File: src/rtl/logic_gate_pkg.sv
// Shared definitions for the logic gate unit: opcodes, sweep FSM states and
// the bitwise gate function used by both the datapath and the sweep engine.
package logic_gate_pkg;

   localparam logic [2:0] OP_NAND = 3'b000;
   localparam logic [2:0] OP_AND  = 3'b001;
   localparam logic [2:0] OP_OR   = 3'b010;
   localparam logic [2:0] OP_NOR  = 3'b011;
   localparam logic [2:0] OP_XOR  = 3'b100;
   localparam logic [2:0] OP_XNOR = 3'b101;
   localparam logic [2:0] OP_NOT  = 3'b110;
   localparam logic [2:0] OP_BUF  = 3'b111;

   typedef enum logic [1:0] {
      SW_IDLE = 2'd0,
      SW_RUN  = 2'd1,
      SW_DONE = 2'd2
   } sweep_state_e;

   // Evaluated at the widest legal operand width; callers truncate to WIDTH.
   function automatic logic [31:0] gate_eval(input logic [2:0]  op,
                                             input logic [31:0] a,
                                             input logic [31:0] b);
      logic [31:0] y;
      y = '0;
      case (op)
         OP_NAND: y = ~(a & b);
         OP_AND:  y =   a & b;
         OP_OR:   y =   a | b;
         OP_NOR:  y = ~(a | b);
         OP_XOR:  y =   a ^ b;
         OP_XNOR: y = ~(a ^ b);
         OP_NOT:  y = ~a;
         OP_BUF:  y =   a;
         default: y = '0;
      endcase
      return y;
   endfunction

endpackage

File: src/rtl/logic_gate_unit_gate_bank.sv
// Combinational WIDTH-bit gate bank; one instance is shared between the
// normal operand path and the exhaustive sweep counter.
module gate_bank
   import logic_gate_pkg::*;
#(
   parameter int WIDTH = 4
) (
   input  logic [2:0]       op_i,
   input  logic [WIDTH-1:0] a_i,
   input  logic [WIDTH-1:0] b_i,
   output logic [WIDTH-1:0] y_o
);

   assign y_o = WIDTH'(gate_eval(op_i, 32'(a_i), 32'(b_i)));

endmodule

File: src/rtl/logic_gate_unit.sv
// Registered WIDTH-bit gate bank with valid/ready handshake and an optional
// exhaustive sweep engine that accumulates a popcount signature.
module logic_gate_unit
   import logic_gate_pkg::*;
#(
   parameter  int WIDTH    = 4,
   parameter  bit SWEEP_EN = 1'b1,
   // clog2(WIDTH * 2^(2*WIDTH)) + 1 written so it cannot overflow at WIDTH=32
   localparam int SW       = 2 * WIDTH + $clog2(WIDTH) + 1
) (
   input  logic             clk,
   input  logic             rst_n,
   input  logic             in_valid,
   output logic             in_ready,
   input  logic [2:0]       op,
   input  logic [WIDTH-1:0] A,
   input  logic [WIDTH-1:0] B,
   output logic             out_valid,
   input  logic             out_ready,
   output logic [WIDTH-1:0] Y,
   input  logic             sweep_start,
   output logic             sweep_busy,
   output logic             sweep_done,
   output logic [SW-1:0]    sweep_sig
);

   logic             accept;
   logic             out_valid_q;
   logic [WIDTH-1:0] y_q;

   logic             sweep_run;
   logic [2:0]       sweep_op;
   logic [WIDTH-1:0] sweep_a;
   logic [WIDTH-1:0] sweep_b;

   logic [2:0]       bank_op;
   logic [WIDTH-1:0] bank_a;
   logic [WIDTH-1:0] bank_b;
   logic [WIDTH-1:0] bank_y;

   assign in_ready = !sweep_busy && (!out_valid_q || out_ready);
   assign accept   = in_valid && in_ready;

   // NOTE: every signal written in always_comb gets a default first, so no
   // path through the block can leave it unassigned and infer a latch.
   always_comb begin
      bank_op = op;
      bank_a  = A;
      bank_b  = B;
      if (sweep_run) begin
         bank_op = sweep_op;
         bank_a  = sweep_a;
         bank_b  = sweep_b;
      end
   end

   gate_bank #(.WIDTH(WIDTH)) u_gate_bank (
      .op_i (bank_op),
      .a_i  (bank_a),
      .b_i  (bank_b),
      .y_o  (bank_y)
   );

   // NOTE: sequential state uses non-blocking assignments only, so every
   // register samples the pre-edge values regardless of statement order.
   always_ff @(posedge clk or negedge rst_n) begin
      if (!rst_n) begin
         out_valid_q <= 1'b0;
         y_q         <= '0;
      end else if (accept) begin
         out_valid_q <= 1'b1;
         y_q         <= bank_y;
      end else if (out_ready) begin
         out_valid_q <= 1'b0;
      end
   end

   assign out_valid = out_valid_q;
   assign Y         = y_q;

   generate
      if (SWEEP_EN) begin : g_sweep
         localparam logic [2*WIDTH-1:0] CNT_LAST = '1;

         sweep_state_e       state_q;
         logic [2*WIDTH-1:0] cnt_q;
         logic [2:0]         op_q;
         logic [SW-1:0]      sig_q;
         logic               busy_q;
         logic               done_q;

         always_ff @(posedge clk or negedge rst_n) begin
            if (!rst_n) begin
               state_q <= SW_IDLE;
               cnt_q   <= '0;
               op_q    <= OP_NAND;
               sig_q   <= '0;
               busy_q  <= 1'b0;
               done_q  <= 1'b0;
            end else begin
               case (state_q)
                  SW_IDLE: begin
                     // A start that collides with a pending result or an accept is dropped.
                     if (sweep_start && !out_valid_q && !accept) begin
                        state_q <= SW_RUN;
                        busy_q  <= 1'b1;
                        op_q    <= op;
                        cnt_q   <= '0;
                        sig_q   <= '0;
                     end
                  end
                  SW_RUN: begin
                     sig_q <= sig_q + SW'($countones(bank_y));
                     if (cnt_q == CNT_LAST) begin
                        state_q <= SW_DONE;
                        done_q  <= 1'b1;
                     end else begin
                        cnt_q <= cnt_q + 1'b1;
                     end
                  end
                  SW_DONE: begin
                     state_q <= SW_IDLE;
                     busy_q  <= 1'b0;
                     done_q  <= 1'b0;
                  end
                  default: begin
                     state_q <= SW_IDLE;
                     busy_q  <= 1'b0;
                     done_q  <= 1'b0;
                  end
               endcase
            end
         end

         assign sweep_run  = (state_q == SW_RUN);
         assign sweep_op   = op_q;
         assign sweep_a    = cnt_q[2*WIDTH-1:WIDTH];
         assign sweep_b    = cnt_q[WIDTH-1:0];
         assign sweep_busy = busy_q;
         assign sweep_done = done_q;
         assign sweep_sig  = sig_q;
      end else begin : g_no_sweep
         assign sweep_run  = 1'b0;
         assign sweep_op   = OP_NAND;
         assign sweep_a    = '0;
         assign sweep_b    = '0;
         assign sweep_busy = 1'b0;
         assign sweep_done = 1'b0;
         assign sweep_sig  = '0;
      end
   endgenerate

endmodule

File: config.mk
export PLATFORM = sky130hd
export DESIGN_NAME = logic_gate_unit
export DESIGN_NICKNAME = d
export VERILOG_FILES = /design/src/rtl/logic_gate_pkg.sv /design/src/rtl/logic_gate_unit_gate_bank.sv /design/src/rtl/logic_gate_unit.sv
export SDC_FILE = /design/constraint.sdc
export NUM_CORES = 1
export LEC_CHECK = 0
export BUFFER_PORTS_ARGS = -buffer_cell sky130_fd_sc_hd__buf_2
export CORE_MARGIN = 1
export CORE_UTILIZATION = 45
export DETAILED_ROUTE_END_ITERATION = 7
export PLACE_DENSITY = 0.67
export SYNTH_ARGS = -nofsm -noshare
export SYNTH_HDL_FRONTEND = slang
export SYNTH_HIERARCHICAL = 1
export SYNTH_SLANG_ARGS = --single-unit
File: constraint.sdc
create_clock -name clk -period 12.69 [get_ports clk]
set_input_delay 1.9035 -clock clk [delete_from_list [all_inputs] [get_ports clk]]
set_output_delay 1.9035 -clock clk [all_outputs]
set_load 0.1 [all_outputs]
==> impl_metrics.py, run 1 <==
metrics = {
    "status": {
        "status": "finished, final reports clean",
    },
    "place": {
        "port_buffers": 34,
        "hpwl_um": 2990,
        "routabilityCongestion": 0.755,
    },
    "critical_path": {
        "cp.arrival_ps": 5140,
        "cp_data_required_time_ps": 12850,
        "crit_chain": "buf_2 -> nand2_1 -> nand2_1 -> inv_1 -> ha_1 -> inv_1 -> mux4_2 -> xnor2_1 -> fa_1 -> inv_1 -> fa_1 -> inv_1 -> fa_1 -> and4_1 -> and2b_1 -> a221o_1",
        "worst-path-max-fanout": 5,
        "worst_setup_path_start_kind": "input pin",
        "cp_common_cell": "inv_1",
        "slowest_stage": "mux4_2",
        "critical-path-max-stage-delay_ps": 460,
        "worst_setup_path_end_kind": "flip-flop",
        "worstSetupPathType": "in2reg",
    },
    "synthesis": {
        "syn-cell-area_um2": 1960,
        "synth_flop_cell": "dfrtp_1",
        "ys_async_sr_fraction_pct": 100,
        "ys_seq_area_share_pct": 39.6,
        "synthesis.instances": 210,
        "ys_types": 43,
        "synth_nets": 239,
        "synth_edf_count": 0,
        "avgSynthCellArea_um2": 9.33,
        "ys_seq_elements": 31,
        "yosysWarnings": 6,
    },
    "clock_tree": {
        "cts_inserted_buffers": 5,
        "cts-resized-gates": 0,
        "root_buffer": "clkbuf_8",
        "cts_tree": "built",
        "max-clock-path-buffers": 2,
        "h-tree-depth": 2,
        "cts_hold_buf": 0,
        "clk_latency_ps": 280,
        "numClockSinks": 31,
        "cts.clk_slew.worst_paths_ps": 60,
        "postCtsSetupBuffers": 0,
    },
    "worst_hold_path": {
        "worstHoldPathType": "reg2reg",
    },
    "route": {
        "ant_nets": 0,
        "viasPerCell": 5.42,
        "drc": 0,
        "dr.pass1.iters": 4,
        "routed_wl_um": 4110,
        "dr_total_vias": 1603,
        "drt_iter0_markers": 80,
        "wl_per_cell_um": 13.9,
    },
    "timing": {
        "setup_violations": 0,
        "fmax_mhz": 201,
        "rsz0062_at_grt": "false",
        "fin_skew_ps": 2.55,
        "finalCritPeriodShare_pct": 39.2,
        "slew_violations": 0,
        "finalHoldViolations": 0,
        "whs_ps": 475,
        "worstMarginPinSlew_ps": 684,
        "slew_headroom_pct": 54.4,
        "finalCriticalPeriod_ps": 4980,
        "setup-tns-final_ps": 0,
    },
    "floorplan": {
        "start_util_pct": 47.9,
        "core-area_um2": 4090,
        "die_h_um": 68.0,
        "die-area_um2": 4620,
        "row_count": 23,
        "die-width_um": 68.0,
        "io_pins": 35,
    },
    "final_layout": {
        "final_net_count": 274,
        "diodes": 0,
        "fillCellCount": 387,
        "syn_to_final_growth_pct": 14.6,
        "drive_above_1_share_pct": 22.0,
    },
    "grt": {
        "grt.overflow.total": 0,
        "grt_max_degree": 32,
        "grt_usage_pct": 20.7,
        "grt_pass1_wl_um": 6870,
        "antenna_found_initial": 0,
        "grt_pass1_vias": 1508,
    },
    "flow_run": {
        "maxCapViolCount": 0,
    },
}
[routing by layer]
| metal | vias to the layer above | part of all wire, % | global-route usage (%) |
|---|---|---|---|
| met2 | 38 | 49 | 33.7 |
| met1 | 762 | 45 | 25.1 |
| met4 | 0 | 2.0 | 9.11 |
| met5 | - | 0 | 0 |
| met3 | 8 | 4.6 | 6.33 |
| li1 | 795 | - | - |
[sequential cells by signal, summed over array words and instances (netlist names)]
register / cells
out_valid: 1
Y: 4
sweep_done: 1
g_sweep.state_q: 2
g_sweep.op_q: 3
sweep_busy: 1
sweep_sig: 11
g_sweep.cnt_q: 8
[critical path: cells and delay by family]
family | cells | cell delay [ps]
adders and majority gates | 4 | 1330
and+or+nand+nor | 4 | 580
muxes | 1 | 460
AOI/OAI and AO/OA | 1 | 320
buffers and inverters | 5 | 300
xor gates and xnor gates | 1 | 230
[cell families (layout without fill, tap and decap cells)]
family,count (synthesis),in the layout,synth area share [%]
AOI/OAI and AO/OA,35,35,12.5
xor gates and xnor gates,6,6,2.68
adders and majority gates,13,13,9.45
buffers and inverters,29,65,6.07
DFF,31,31,39.6
muxes,13,13,9.64
and+or+nand+nor,83,83,20.1
[through the flow]
stage | util [%] | area (um2) | cells | setup WS, ps
3_5_place_dp | 52.9 | 2160 | 288 | 7410
5_1_grt | 54.9 | 2240 | 296 | 7520
6_report | 54.9 | 2240 | 296 | 7710
4_1_cts | 54.9 | 2240 | 296 | 7710
3_3_place_gp | 52.9 | 2160 | 288 | 7480
2_1_floorplan | - | 1960 | 210 | 7680
[synth_stat cells, drive strengths merged, types with 2 or more instances]
library cell  number  share of area [%]
buf                7                1.9
and2b              2               0.83
a211o              2               0.89
dfrtp             31                 40
and4               2               0.89
ha                10                6.4
nand2             46                8.8
nand4              4                1.6
o31ai              2               0.77
fa                 3                3.1
inv               22                4.2
or4                2               0.77
nand2b             2               0.64
nor2               6                1.1
o21ai             13                3.5
mux2i              2                1.0
mux2               7                4.0
o211ai             5                1.9
a21oi              4                1.0
xnor2              5                2.2
nand3             11                2.8
mux4               4                4.6
nor3               4                1.0
and3               2               0.64
[cell type report]
cell class / instances / area [um2] / share of cell area (%)
multi-input combinational: 150 / 1060 / 47.4
clock buffer: 7 / 76.3 / 3.40
inverter: 22 / 82.6 / 3.68
timing repair buffer: 35 / 178 / 7.92
tap: 50 / 62.6 / 2.79
clock inverter: 1 / 5.00 / 0.223
sequential: 31 / 776 / 34.6
[cells in the final DEF, fill, tap and decap left out, drive strengths merged, types with 2 or more instances in the layout]
cell type  instances
mux2i              2
buf               35
nand3             11
clkbuf             7
a21oi              4
xnor2              5
nor3               4
fa                 3
o31ai              2
mux2               7
and3               2
o211ai             5
or4                2
ha                10
and2b              2
a211o              2
dfrtp             31
nand2b             2
o21ai             13
inv               22
nor2               6
and4               2
nand2             46
mux4               4
nand4              4
[path summary, 6_finish.rpt]
check / start / endpoint / slack, ps / cells after the start
setup / recovery: A[0] / sweep_sig[8] / 7710 / 16
hold / removal: sweep_done / sweep_done / 470 / 1
setup reg to reg: g_sweep.state_q[1] / sweep_sig[8] / 8410 / 16
hold reg to reg: sweep_done / sweep_done / 470 / 1
max in group asynchronous: rst_n / g_sweep.state_q[1] / 10590 / 1
min in group asynchronous: rst_n / sweep_sig[0] / 1660 / 1
Power of run 1 is left out: the tool's default activity adds up to more than one toggle a clock period on the data nets, which glitch-free logic cannot reach.
==> run 2, diff against run 1 <==
- clock period: 12.69 -> 4.65 ns (I/O delays scaled with it)
==> run 2 against run 1 <==
  * Sequential cell count unchanged
  * Sequential share of layout area is 0.12 points lower
  * Critical path depth unchanged
  * Routed wire length increased by 0.92%
  * Register-to-register slack worse by 7900 ps
  * Cell area up 0.33%
  * Clock skew shrank 1.5 ps
  * Non-clock buffer count rose by 1
  * Count of clock-buffer cells in the layout unchanged
  * Global-route usage up 0.093 points
  * Setup slack lost 7200 ps
  * Largest cell class unchanged
  * Highest routed layer unchanged
==> impl_metrics.py, run 2 (synthesis gave the netlist of run 1 again) <==
metrics = {
    "status": {
        "status": "finished, final reports clean",
    },
    "timing": {
        "setup-tns-final_ps": 0,
        "finalCritPeriodShare_pct": 88.4,
        "rsz0062_at_grt": "false",
        "worstMarginPinSlew_ps": 723,
        "finalCriticalPeriod_ps": 4110,
        "slew_violations": 0,
        "finalHoldViolations": 0,
        "fin_skew_ps": 1.02,
        "setup_ws_ps": 541,
        "fmax_mhz": 243,
        "setup_violations": 0,
        "slew_headroom_pct": 51.8,
    },
    "place": {
        "hpwl_um": 2990,
        "place_ws_ps": 549,
        "placed_cell_area_um2": 2170,
        "routabilityCongestion": 0.829,
        "port_buffers": 34,
    },
    "route": {
        "viasPerCell": 5.35,
        "dr.pass1.iters": 4,
        "drt_iter0_markers": 89,
        "wl_per_cell_um": 14.0,
        "dr_total_vias": 1590,
        "ant_nets": 0,
        "drc": 0,
        "routed_wl_um": 4150,
    },
    "clock_tree": {
        "cts_inserted_buffers": 5,
        "postCtsSetupBuffers": 0,
        "cts.clk_slew.worst_paths_ps": 70,
        "clk_latency_ps": 280,
        "cts_hold_buf": 0,
        "numClockSinks": 31,
        "cts_tree": "built",
        "root_buffer": "clkbuf_8",
        "h-tree-depth": 2,
        "max-clock-path-buffers": 2,
        "cts-resized-gates": 0,
    },
    "grt": {
        "antenna_found_initial": 0,
        "grt_usage_pct": 20.8,
        "grt.overflow.total": 0,
        "grt_pass1_wl_um": 6890,
        "grt_max_degree": 32,
        "grt_pass1_vias": 1518,
    },
    "floorplan": {
        "row_count": 23,
        "die-area_um2": 4620,
        "start_util_pct": 47.9,
        "die_h_um": 68.0,
        "core-area_um2": 4090,
        "io_pins": 35,
        "die-width_um": 68.0,
    },
    "flow_run": {
        "maxCapViolCount": 0,
    },
    "final_layout": {
        "largest_reg_flops": 11,
        "final_cell_mix": "nand2_1 (46), buf_2 (34), dfrtp_1 (31), inv_1 (20), nand3_1 (11)",
        "diodes": 0,
        "drive_above_1_share_pct": 22.3,
        "fin_util_pct": 55.1,
        "register_area_um2": 776,
        "fillCellCount": 377,
        "syn_to_final_growth_pct": 14.9,
        "multi_input_area_um2": 1060,
        "final_net_count": 275,
        "final_common_cell": "nand2_1",
        "fin_area_um2": 2250,
    },
    "critical_path": {
        "cp_data_required_time_ps": 4820,
        "worst_setup_path_start_kind": "flip-flop",
        "worst_setup_path_end_kind": "flip-flop",
        "worstSetupPathType": "reg2reg",
        "cp.arrival_ps": 4280,
        "worst-path-max-fanout": 13,
    },
    "worst_hold_path": {
        "worstHoldPathType": "in2async",
    },
}
[run 2: changes by cell type in the layout (fill, tap and decap cells not counted)]
| cell | change |
|---|---|
| buf_4 | +1 |
[run 2: routing by layer]
layer	up-vias	share of wire (%)	GRT usage, %
li1	793	-	-
met1	754	47	25.9
met2	39	48	34.3
met3	4	3.8	5.50
met4	0	1.1	7.81
met5	-	0	0
[run 2: path summary, 6_finish.rpt]
path | startpoint | to | slack [ps] | depth (start not counted)
max in group asynchronous | rst_n | sweep_sig[7] | 3720 | 1
setup reg to reg | g_sweep.state_q[1] | sweep_sig[8] | 540 | 16
setup / recovery | g_sweep.state_q[1] | sweep_sig[8] | 540 | 16
min in group clk | sweep_sig[10] | sweep_sig[10] | 470 | 1
hold reg to reg | sweep_sig[10] | sweep_sig[10] | 470 | 1
hold / removal | rst_n | Y[3] | 470 | 1
[run 2: critical path, stage by stage (launching register included)]
cell and delay (ps):
dfrtp_1 410, and2b_2 380, nand2_1 80, nand2_1 110
inv_1 50, ha_1 280, inv_1 40, mux4_2 450
xnor2_1 240, fa_1 450, inv_1 80, fa_1 190
inv_1 60, fa_1 430, and4_1 250, and2b_1 190
a221o_1 310
[run 2: per-stage QoR]
step | cells | hold slack (ps)
after global placement | 289 | 459
after floorplan | 210 | 402
final | 297 | 466
after detailed placement | 289 | 471
after CTS | 297 | 480
after global routing | 297 | 498
[run 2: area by class of cell]
class | instances | area share [%]
clock buffers | 7 | 3.39
multi-input cells | 150 | 47.3
inverters | 22 | 3.67
flip-flops and latches | 31 | 34.4
clock inverters | 1 | 0.222
well taps | 50 | 2.78
repair buffers | 36 | 8.22
Power of run 2 is left out for the same reason.
==> run 3, diff against run 2 <==
- ABC_AREA: default -> 1
- ABC_CLOCK_PERIOD_IN_PS: default -> 4650
- CTS_CLUSTER_SIZE: default -> 24
- PLACE_DENSITY: 0.67 -> 0.65
==> run 3 against run 2 <==
  * Count of clock-buffer cells in the layout unchanged
  * Routed wire length grew 30%
  * Critical path depth grew 7
  * Fmax grew 2.4%
  * Cell area grew 14%
  * Highest routed layer unchanged
  * Area after synthesis up 18%
  * Setup slack better by 97 ps
  * Via count grew 37%
==> impl_metrics.py, run 3 <==
metrics = {
    "grt": {
        "grt.overflow.total": 0,
        "grt_pass1_vias": 1970,
        "grt_usage_pct": 22.4,
        "grt_max_degree": 32,
        "antenna_found_initial": 0,
        "grt_pass1_wl_um": 9230,
    },
    "critical_path": {
        "crit_family": "adder cells",
        "ff2ff_setup_slack_ps": 640,
        "slowest_stage": "fa_1",
        "worst_setup_path_start_kind": "flip-flop",
        "r2r-start": "g_sweep.state_q[1]",
        "worstSetupPathType": "reg2reg",
        "ff2ff_path_depth": 23,
        "critPathBufInv": 7,
        "critPathCapture": "sweep_sig[6]",
        "cp_common_cell": "inv_1",
        "worst-path-max-fanout": 12,
        "reg2reg_to": "sweep_sig[6]",
        "crit_chain": "inv_2 -> nand2_1 -> inv_1 -> buf_4 -> nor2_1 -> nor2_1 -> inv_1 -> ha_1 -> inv_1 -> nand4_1 -> nand2_1 -> nor2_1 -> nand3_1 -> fa_1 -> inv_1 -> fa_1 -> inv_1 -> fa_1 -> nand3_1 -> nor2_2 -> nand3_1 -> nand3_1 -> o21ai_1",
        "cp_data_required_time_ps": 4820,
        "cp.depth": 23,
        "cp.arrival_ps": 4180,
        "critical-path-max-stage-delay_ps": 520,
        "critPathLaunch": "g_sweep.state_q[1]",
        "worst_setup_path_end_kind": "flip-flop",
    },
    "clock_tree": {
        "cts.clk_slew.worst_paths_ps": 70,
        "postCtsSetupBuffers": 0,
        "numClockSinks": 31,
        "cts_tree": "built",
        "cts_hold_buf": 0,
        "root_buffer": "clkbuf_8",
        "cts_inserted_buffers": 5,
        "cts-resized-gates": 0,
        "clk_latency_ps": 290,
        "max-clock-path-buffers": 2,
        "h-tree-depth": 2,
    },
    "synthesis": {
        "synth_flop_cell": "dfrtp_1",
        "synth_edf_count": 0,
        "yosysWarnings": 6,
        "ys_seq_elements": 31,
        "synth_top_area_share_pct": 33.5,
        "synthesis.instances": 332,
        "syn-cell-area_um2": 2310,
        "ys_async_sr_fraction_pct": 100,
        "ys_types": 27,
        "synthTopCellsByArea": "dfrtp_1 (34%), nand2_1 (16%), inv_1 (7.6%)",
        "avgSynthCellArea_um2": 6.97,
        "synth_nets": 361,
        "ys_seq_area_share_pct": 33.5,
        "synth_top_area_cell": "dfrtp_1",
        "synth_most_common_cell": "nand2_1",
        "synth_top_cells_by_count": "nand2_1 (96), inv_1 (47), nor2_1 (33), dfrtp_1 (31), nand3_1 (28)",
    },
    "final_layout": {
        "final_common_cell": "nand2_1",
        "drive_above_1_share_pct": 16.6,
        "largest_reg_flops": 11,
        "final_net_count": 395,
        "fin_area_um2": 2580,
        "syn_to_final_growth_pct": 11.4,
        "fin_util_pct": 53.2,
        "final_cell_mix": "nand2_1 (96), inv_1 (47), buf_2 (34), nor2_1 (33), dfrtp_1 (31)",
        "diodes": 0,
    },
    "floorplan": {
        "row_count": 25,
        "start_util_pct": 47.7,
        "die_h_um": 73.7,
        "die-width_um": 73.7,
        "io_pins": 35,
        "die-area_um2": 5430,
        "core-area_um2": 4850,
    },
    "timing": {
        "slew_violations": 0,
        "finalCritPeriodShare_pct": 86.3,
        "fin_skew_ps": 8.04,
        "whs_ps": 462,
        "setup_ws_ps": 638,
        "setup_violations": 0,
        "slew_headroom_pct": 47.8,
        "setup-tns-final_ps": 0,
        "finalHoldViolations": 0,
        "finalCriticalPeriod_ps": 4010,
        "rsz0062_at_grt": "false",
        "fmax_mhz": 249,
        "worstMarginPinSlew_ps": 777,
    },
    "route": {
        "drc": 0,
        "dr.pass1.iters": 4,
        "viasPerCell": 5.00,
        "dr_total_vias": 2171,
        "drt_iter0_markers": 186,
        "routed_wl_um": 5410,
        "ant_nets": 0,
        "wl_per_cell_um": 12.5,
    },
    "place": {
        "port_buffers": 34,
        "place_ws_ps": 634,
        "routabilityCongestion": 0.826,
        "placed_cell_area_um2": 2500,
        "hpwl_um": 4010,
    },
    "pwr": {
        "ir_worst_vdd_mv": 0.311,
        "power_density_nw_per_um2": 600,
        "leakagePower_nw": 1.41,
    },
    "flow_run": {
        "maxCapViolCount": 0,
    },
    "status": {
        "status": "finished, final reports clean",
    },
    "worst_hold_path": {
        "worstHoldPathType": "in2async",
    },
}
run 3: worst min path at each step:
stage / cells past startpoint / from / end / slack (ps)
final: 1 / rst_n / sweep_sig[9] / 460
after global routing: 2 / Y[2] / Y[2] / 510
after CTS: 1 / rst_n / g_sweep.cnt_q[4] / 480
after detailed placement: 2 / Y[0] / Y[0] / 470
after global placement: 2 / Y[0] / Y[0] / 460
after floorplan: 0 / rst_n / Y[0] / 400
run 3: per-layer routing:
| metal | global-route usage, % | vias up | share of wire (%) |
|---|---|---|---|
| li1 | - | 1129 | - |
| met5 | 0 | - | 0 |
| met4 | 5.98 | 0 | 1.1 |
| met2 | 34.6 | 49 | 46 |
| met1 | 32.2 | 987 | 48 |
| met3 | 4.12 | 6 | 5.1 |
run 3: cell type report:
class	count	area (um2)
inverter	52	196
timing repair buffer	39	208
fill	492	2270
sequential	31	776
tap	67	83.8
multi-input combinational	237	1230
clock inverter	1	5.00
clock buffer	7	76.3
run 3: through the flow:
stage / instances / total power, mW
after floorplan: 332 / 1.18
after global placement: 426 / 1.33
after detailed placement: 426 / 1.34
after CTS: 434 / 1.56
after global routing: 434 / 1.68
final: 434 / 1.55
run 3: report_power, final:
group / internal, mW / switching [mW] / total (mW) / leakage, nW
clock network: 0.105 / 0.104 / 0.209 / 0.0422
registers: 0.341 / 0.0812 / 0.422 / 0.394
logic: 0.214 / 0.702 / 0.916 / 0.973
total: 0.660 / 0.887 / 1.55 / 1.41
run 3: cell families (layout without fill, tap and decap cells):
kind of cell,count (synthesis),after routing,synth area share [%]
XOR/XNOR,1,1,0.379
adder cells (fa/ha/maj),13,13,8.00
AO/OA/AOI/OAI,28,28,6.06
flip-flops,31,31,33.5
AND/OR/NAND/NOR,195,195,38.8
buffers and inverters,64,99,13.2
No activity file was read; power rests on OpenSTA's default activity.
